### config.mk
export PLATFORM = sky130hd
export DESIGN_NAME = multicycle_ctrl_fsm
export DESIGN_NICKNAME = d
export VERILOG_FILES = /design/src/rtl/multicycle_ctrl_fsm.sv
export SDC_FILE = /design/constraint.sdc
export NUM_CORES = 1
export LEC_CHECK = 0
export BUFFER_PORTS_ARGS = -buffer_cell sky130_fd_sc_hd__buf_2
export CORE_ASPECT_RATIO = 0.6
export CORE_MARGIN = 1.5
export CORE_UTILIZATION = 35
export CTS_CLUSTER_DIAMETER = 60
export DETAILED_ROUTE_END_ITERATION = 10
export GPL_TIMING_DRIVEN = 0
export PLACE_DENSITY = 0.56
export SLEW_MARGIN = 20
export SYNTH_ARGS = -nofsm -noshare
export SYNTH_HDL_FRONTEND = slang
export SYNTH_SLANG_ARGS = --single-unit
### constraint.sdc
create_clock -name clk -period 2.04 [get_ports clk]
set_input_delay 0.204 -clock clk [delete_from_list [all_inputs] [get_ports clk]]
set_output_delay 0.204 -clock clk [all_outputs]
set_load 0.02 [all_outputs]
### src/rtl/multicycle_ctrl_fsm.sv
// Main controller for the multicycle MIPS datapath: fetch/decode/execute/memory/writeback.
// Latency: Moore outputs are combinational from state; one state transition per clock.
// Backpressure: FETCH, MEMRD and MEMWR hold until mem_ready; no other state stalls.
module multicycle_ctrl_fsm #(
    parameter int CNT_W = 32
) (
    input  logic             clk,
    input  logic             rst,
    input  logic [5:0]       opcode,
    input  logic             zero,
    input  logic             mem_ready,
    output logic             iord,
    output logic             mem_req,
    output logic             mem_write,
    output logic             ir_write,
    output logic             reg_dst,
    output logic             mem_to_reg,
    output logic             reg_write,
    output logic             alu_src_a,
    output logic [1:0]       alu_src_b,
    output logic [1:0]       alu_op,
    output logic [1:0]       pc_src,
    output logic             pc_en,
    output logic [3:0]       state,
    output logic             illegal_op,
    output logic [CNT_W-1:0] retired
);

    typedef enum logic [3:0] {
        S_FETCH  = 4'd0,
        S_DECODE = 4'd1,
        S_MEMADR = 4'd2,
        S_MEMRD  = 4'd3,
        S_MEMWB  = 4'd4,
        S_MEMWR  = 4'd5,
        S_EXEC   = 4'd6,
        S_ALUWB  = 4'd7,
        S_BRANCH = 4'd8,
        S_ADDIEX = 4'd9,
        S_ADDIWB = 4'd10,
        S_JUMP   = 4'd11
    } state_t;

    localparam logic [5:0] OP_LW   = 6'b100011;
    localparam logic [5:0] OP_SW   = 6'b101011;
    localparam logic [5:0] OP_RTYP = 6'b000000;
    localparam logic [5:0] OP_BEQ  = 6'b000100;
    localparam logic [5:0] OP_ADDI = 6'b001000;
    localparam logic [5:0] OP_J    = 6'b000010;

    state_t cur_state;
    state_t nxt_state;
    logic   retire;
    logic   illegal_hit;

    assign state = cur_state;

    // State register; reset lands in FETCH so all write enables drop immediately.
    always_ff @(posedge clk or posedge rst) begin
        if (rst) begin
            cur_state <= S_FETCH;
        end else begin
            cur_state <= nxt_state;
        end
    end

    // Next-state and Moore outputs; retire marks the last cycle of a legal instruction.
    always_comb begin
        nxt_state   = S_FETCH;
        iord        = 1'b0;
        mem_req     = 1'b0;
        mem_write   = 1'b0;
        ir_write    = 1'b0;
        reg_dst     = 1'b0;
        mem_to_reg  = 1'b0;
        reg_write   = 1'b0;
        alu_src_a   = 1'b0;
        alu_src_b   = 2'b00;
        alu_op      = 2'b00;
        pc_src      = 2'b00;
        pc_en       = 1'b0;
        retire      = 1'b0;
        illegal_hit = 1'b0;
        case (cur_state)
            S_FETCH: begin
                mem_req   = 1'b1;
                alu_src_b = 2'b01;
                ir_write  = mem_ready;
                pc_en     = mem_ready;
                nxt_state = mem_ready ? S_DECODE : S_FETCH;
            end
            S_DECODE: begin
                alu_src_b = 2'b11;
                case (opcode)
                    OP_LW, OP_SW: nxt_state = S_MEMADR;
                    OP_RTYP:      nxt_state = S_EXEC;
                    OP_BEQ:       nxt_state = S_BRANCH;
                    OP_ADDI:      nxt_state = S_ADDIEX;
                    OP_J:         nxt_state = S_JUMP;
                    default: begin
                        nxt_state   = S_FETCH;
                        illegal_hit = 1'b1;
                    end
                endcase
            end
            S_MEMADR: begin
                alu_src_a = 1'b1;
                alu_src_b = 2'b10;
                nxt_state = (opcode == OP_LW) ? S_MEMRD : S_MEMWR;
            end
            S_MEMRD: begin
                mem_req   = 1'b1;
                iord      = 1'b1;
                nxt_state = mem_ready ? S_MEMWB : S_MEMRD;
            end
            S_MEMWB: begin
                mem_to_reg = 1'b1;
                reg_write  = 1'b1;
                retire     = 1'b1;
            end
            S_MEMWR: begin
                mem_req   = 1'b1;
                iord      = 1'b1;
                mem_write = 1'b1;
                retire    = mem_ready;
                nxt_state = mem_ready ? S_FETCH : S_MEMWR;
            end
            S_EXEC: begin
                alu_src_a = 1'b1;
                alu_op    = 2'b10;
                nxt_state = S_ALUWB;
            end
            S_ALUWB: begin
                reg_dst   = 1'b1;
                reg_write = 1'b1;
                retire    = 1'b1;
            end
            S_BRANCH: begin
                alu_src_a = 1'b1;
                alu_op    = 2'b01;
                pc_src    = 2'b01;
                pc_en     = zero;
                retire    = 1'b1;
            end
            S_ADDIEX: begin
                alu_src_a = 1'b1;
                alu_src_b = 2'b10;
                nxt_state = S_ADDIWB;
            end
            S_ADDIWB: begin
                reg_write = 1'b1;
                retire    = 1'b1;
            end
            S_JUMP: begin
                pc_src = 2'b10;
                pc_en  = 1'b1;
                retire = 1'b1;
            end
            default: nxt_state = S_FETCH;
        endcase
    end

    // Sticky illegal-opcode flag, cleared only by reset.
    always_ff @(posedge clk or posedge rst) begin
        if (rst) begin
            illegal_op <= 1'b0;
        end else if (illegal_hit) begin
            illegal_op <= 1'b1;
        end
    end

    // Retired-instruction counter; wraps naturally at all-ones.
    always_ff @(posedge clk or posedge rst) begin
        if (rst) begin
            retired <= '0;
        end else if (retire) begin
            retired <= retired + 1'b1;
        end
    end

endmodule

==> metrics <==
proportion of synthesized chip area in sequential cells=0.4488; maximum achievable frequency=522.7 MHz; most instantiated flip-flop cell in the synthesis netlist=dfrtp_1; number of input and output port buffers inserted=60; initial core utilization=0.3669; proportion of layout cells with a drive suffix above 1=0.3273; Critical path origin=state[2]; layout net count=285; clock sink count=37; overflow left after global routing=0; Final GP Congestion=0.8274; count of boundary I/O pins=62; Vias=1755; number of global-route vias before repair=1655; clock-pin transition on the worst setup and hold timing paths=70 ps; internal power=1.298 mW; CP startpoint kind=register; Routed wire per std cell=13.45 um; Setup Crit Path Kind=reg2out; final critical delay including setup and external delays=1913 ps; count of filler cells inserted in the layout=573; number of iterations in the first detailed-routing pass=4; Sw Pwr=0.7139 mW; RR Startpoint=state[3]; source of the worst hold timing path=opcode[4]; Syn Inst Count=205; pre-CTS setup slack=224.8 ps; number of endpoints with negative hold slack in the final report=0; count leader, synth=dfrtp_1; top cell type's share of synthesized area=0.4488; antenna violations before repair=0; share of total power in combinational logic=0.297; Pleak=1.262 nW; total buffers and inverters traversed by the critical path=3; cell chosen for the clock root=clkbuf_8; Final Total Pwr=2.012 mW; post-synth cell types=44; summed negative setup slack over all endpoints=0 ps; core area=5623 um2; number of register bits inferred by synthesis=37; first-pass GRT wire length=8307 um; Antenna diodes=0; share of synthesized registers carrying an async set or reset=1.000; DPL Wire Length=3638 um; Post-synth EDFFs=0; switching fraction of total power=0.3548; unrepaired setup endpoints after global routing=false; Area Overhead vs Synth=26.08%; ordered cell list for the critical path=buf_6 -> clkbuf_1 -> nor3_1 -> a211o_1 -> buf_2; kind of end point of the critical path=primary output; count of yosys warnings during synthesis=0; Worst-Margin Slew=468.7 ps; number of nets produced by synthesis=216; die outline height=62.47 um; share of power burned in the clock network=0.283; setup slack of the critical path after layout=126.8 ps; largest net degree at the start of global routing=24; detailed router's first-iteration violation count=56; Max Transition Viols Final=0; Routed Wire Length=4775 um; Crit path required time=1840 ps; result of the run=finished, final reports clean; period utilization=0.9378; Setup violations, final=0; count of max-cap constraint violations=0; total routing resource utilization after global routing=0.1642; crit path max-delay cell type=clkbuf_1; post-route clock skew=3.836 ps; most common library cells after synthesis=dfrtp_1, xnor2_1, nand3_1; CTS tree=built; power per cell area=773.5 nW/um2; delay of the slowest critical-path stage=380 ps; critical path data arrival time=1710 ps; Antenna Violating Nets Remaining=0; maximum VDD drop=0.0003627 V; Post-route DRC=0; Hold WC Path Type=in2reg; clock latency of the later-clocked register in the worst-skew pair=290 ps; Vias/cell=4.944; synthesized area=2063 um2; cell area after layout=2601 um2; average size of a mapped cell=10.06 um2; placed cell area=2484 um2; critical-path maximum fanout=10; top cell type by total area after synthesis=dfrtp_1; sequential cell fraction of total power=0.420; Die Footprint=6379 um2; CTS H-tree lvls=2; number of core rows=21; buffer depth of the longest clock path=2; headroom to the max-slew limit=0.6875; critical path's top delay family=buffers and inverters; horizontal die dimension=102.1 um; Synth area leaders=dfrtp_1, xnor2_1, nand3_1, xor2_1, nand2_1; number of CTS-inserted buffers=5
## per-stage QoR
step	util	cells	hold slack [ps]
2_1_floorplan	-	205	383.7
3_3_place_gp	0.4381	345	458.4
3_5_place_dp	0.4417	346	194.9
4_1_cts	0.4615	355	290.1
5_1_grt	0.4626	355	296.7
6_report	0.4626	355	280.2
## final cells by class
type                       instances  area [um2]  area share
buffer                             8       46.29     0.01780
sequential                        37       925.9      0.3559
clock buffer                       7       96.34     0.03704
clock inverter                     1       5.005    0.001924
multi-input combinational        157        1082      0.4161
timing repair buffer              62       330.3      0.1270
tap                               80       100.1     0.03848
inverter                           3       15.01    0.005772
## metal layers
metal,up-vias,track usage,part of all wire
met3,7,0.05034,0.064
met1,838,0.2715,0.56
li1,857,-,-
met2,53,0.2012,0.37
met5,-,0,0
met4,0,0.03253,0.0080
## tightest hold or removal path: stages
cell and delay, ps:
buf_2 90, nor3_1 40, o211ai_1 110, a211oi_1 80
## layout by cell type, fill, tap and decap left out, types with 2 or more instances in the layout
cell type	Yosys	layout
and4_1	7	7
xor2_1	8	8
nor2_1	17	17
nor3_2	2	2
xnor2_1	25	25
and3_1	4	4
clkbuf_1	4	2
clkbuf_2	0	2
nand2b_4	2	2
nor3b_1	2	2
a21oi_1	2	2
nor2b_1	2	2
nor3_1	10	10
nand4_1	5	5
dfrtp_1	37	37
and2_1	3	3
nand3_1	20	20
buf_2	2	62
nor4_4	2	2
nand2_1	18	18
o21ai_0	7	7
clkbuf_8	0	7
## sequential cells by signal, summed over array words and instances, names as in the netlist
name        count
retired        32
state           4
illegal_op      1
## cells by family after synthesis
family	share of synthesized area
flip-flops	0.4488
AO/OA/AOI/OAI	0.07400
XOR/XNOR	0.1401
adder cells (fa/ha/maj)	0.006063
buffers and inverters	0.02668
multiplexers	0.01031
AND/OR/NAND/NOR	0.2941
## power groups by stage
stage / clock, mW / sequential (mW) / combinational, mW
floorplan: 0 / 0.906 / 0.364
global placement: 0 / 0.860 / 0.586
detailed placement: 0 / 0.860 / 0.597
CTS: 0.579 / 0.846 / 0.600
global route: 0.622 / 0.857 / 0.661
finish: 0.569 / 0.845 / 0.598
## what timing repair did
| item | in CTS | in global routing |
|---|---|---|
| setup buffers | 0 | 0 |
| endpoints found under the setup margin | 0 | 3 |
| gates resized for setup | 0 | 5 |
| endpoints found under the hold margin | 14 | 0 |
| hold buffers | 1 | 0 |
## path summary, 6_finish.rpt
check	slack (ps)	endpoint	depth (start not counted)
max in group asynchronous	1180	retired[30]	4
max reg2reg	270	retired[3]	6
min reg2reg	470	retired[31]	1
min in group asynchronous	420	illegal_op	3
min	280	state[3]	4
max	130	pc_en	5
Power figures use the tool's default switching activity.
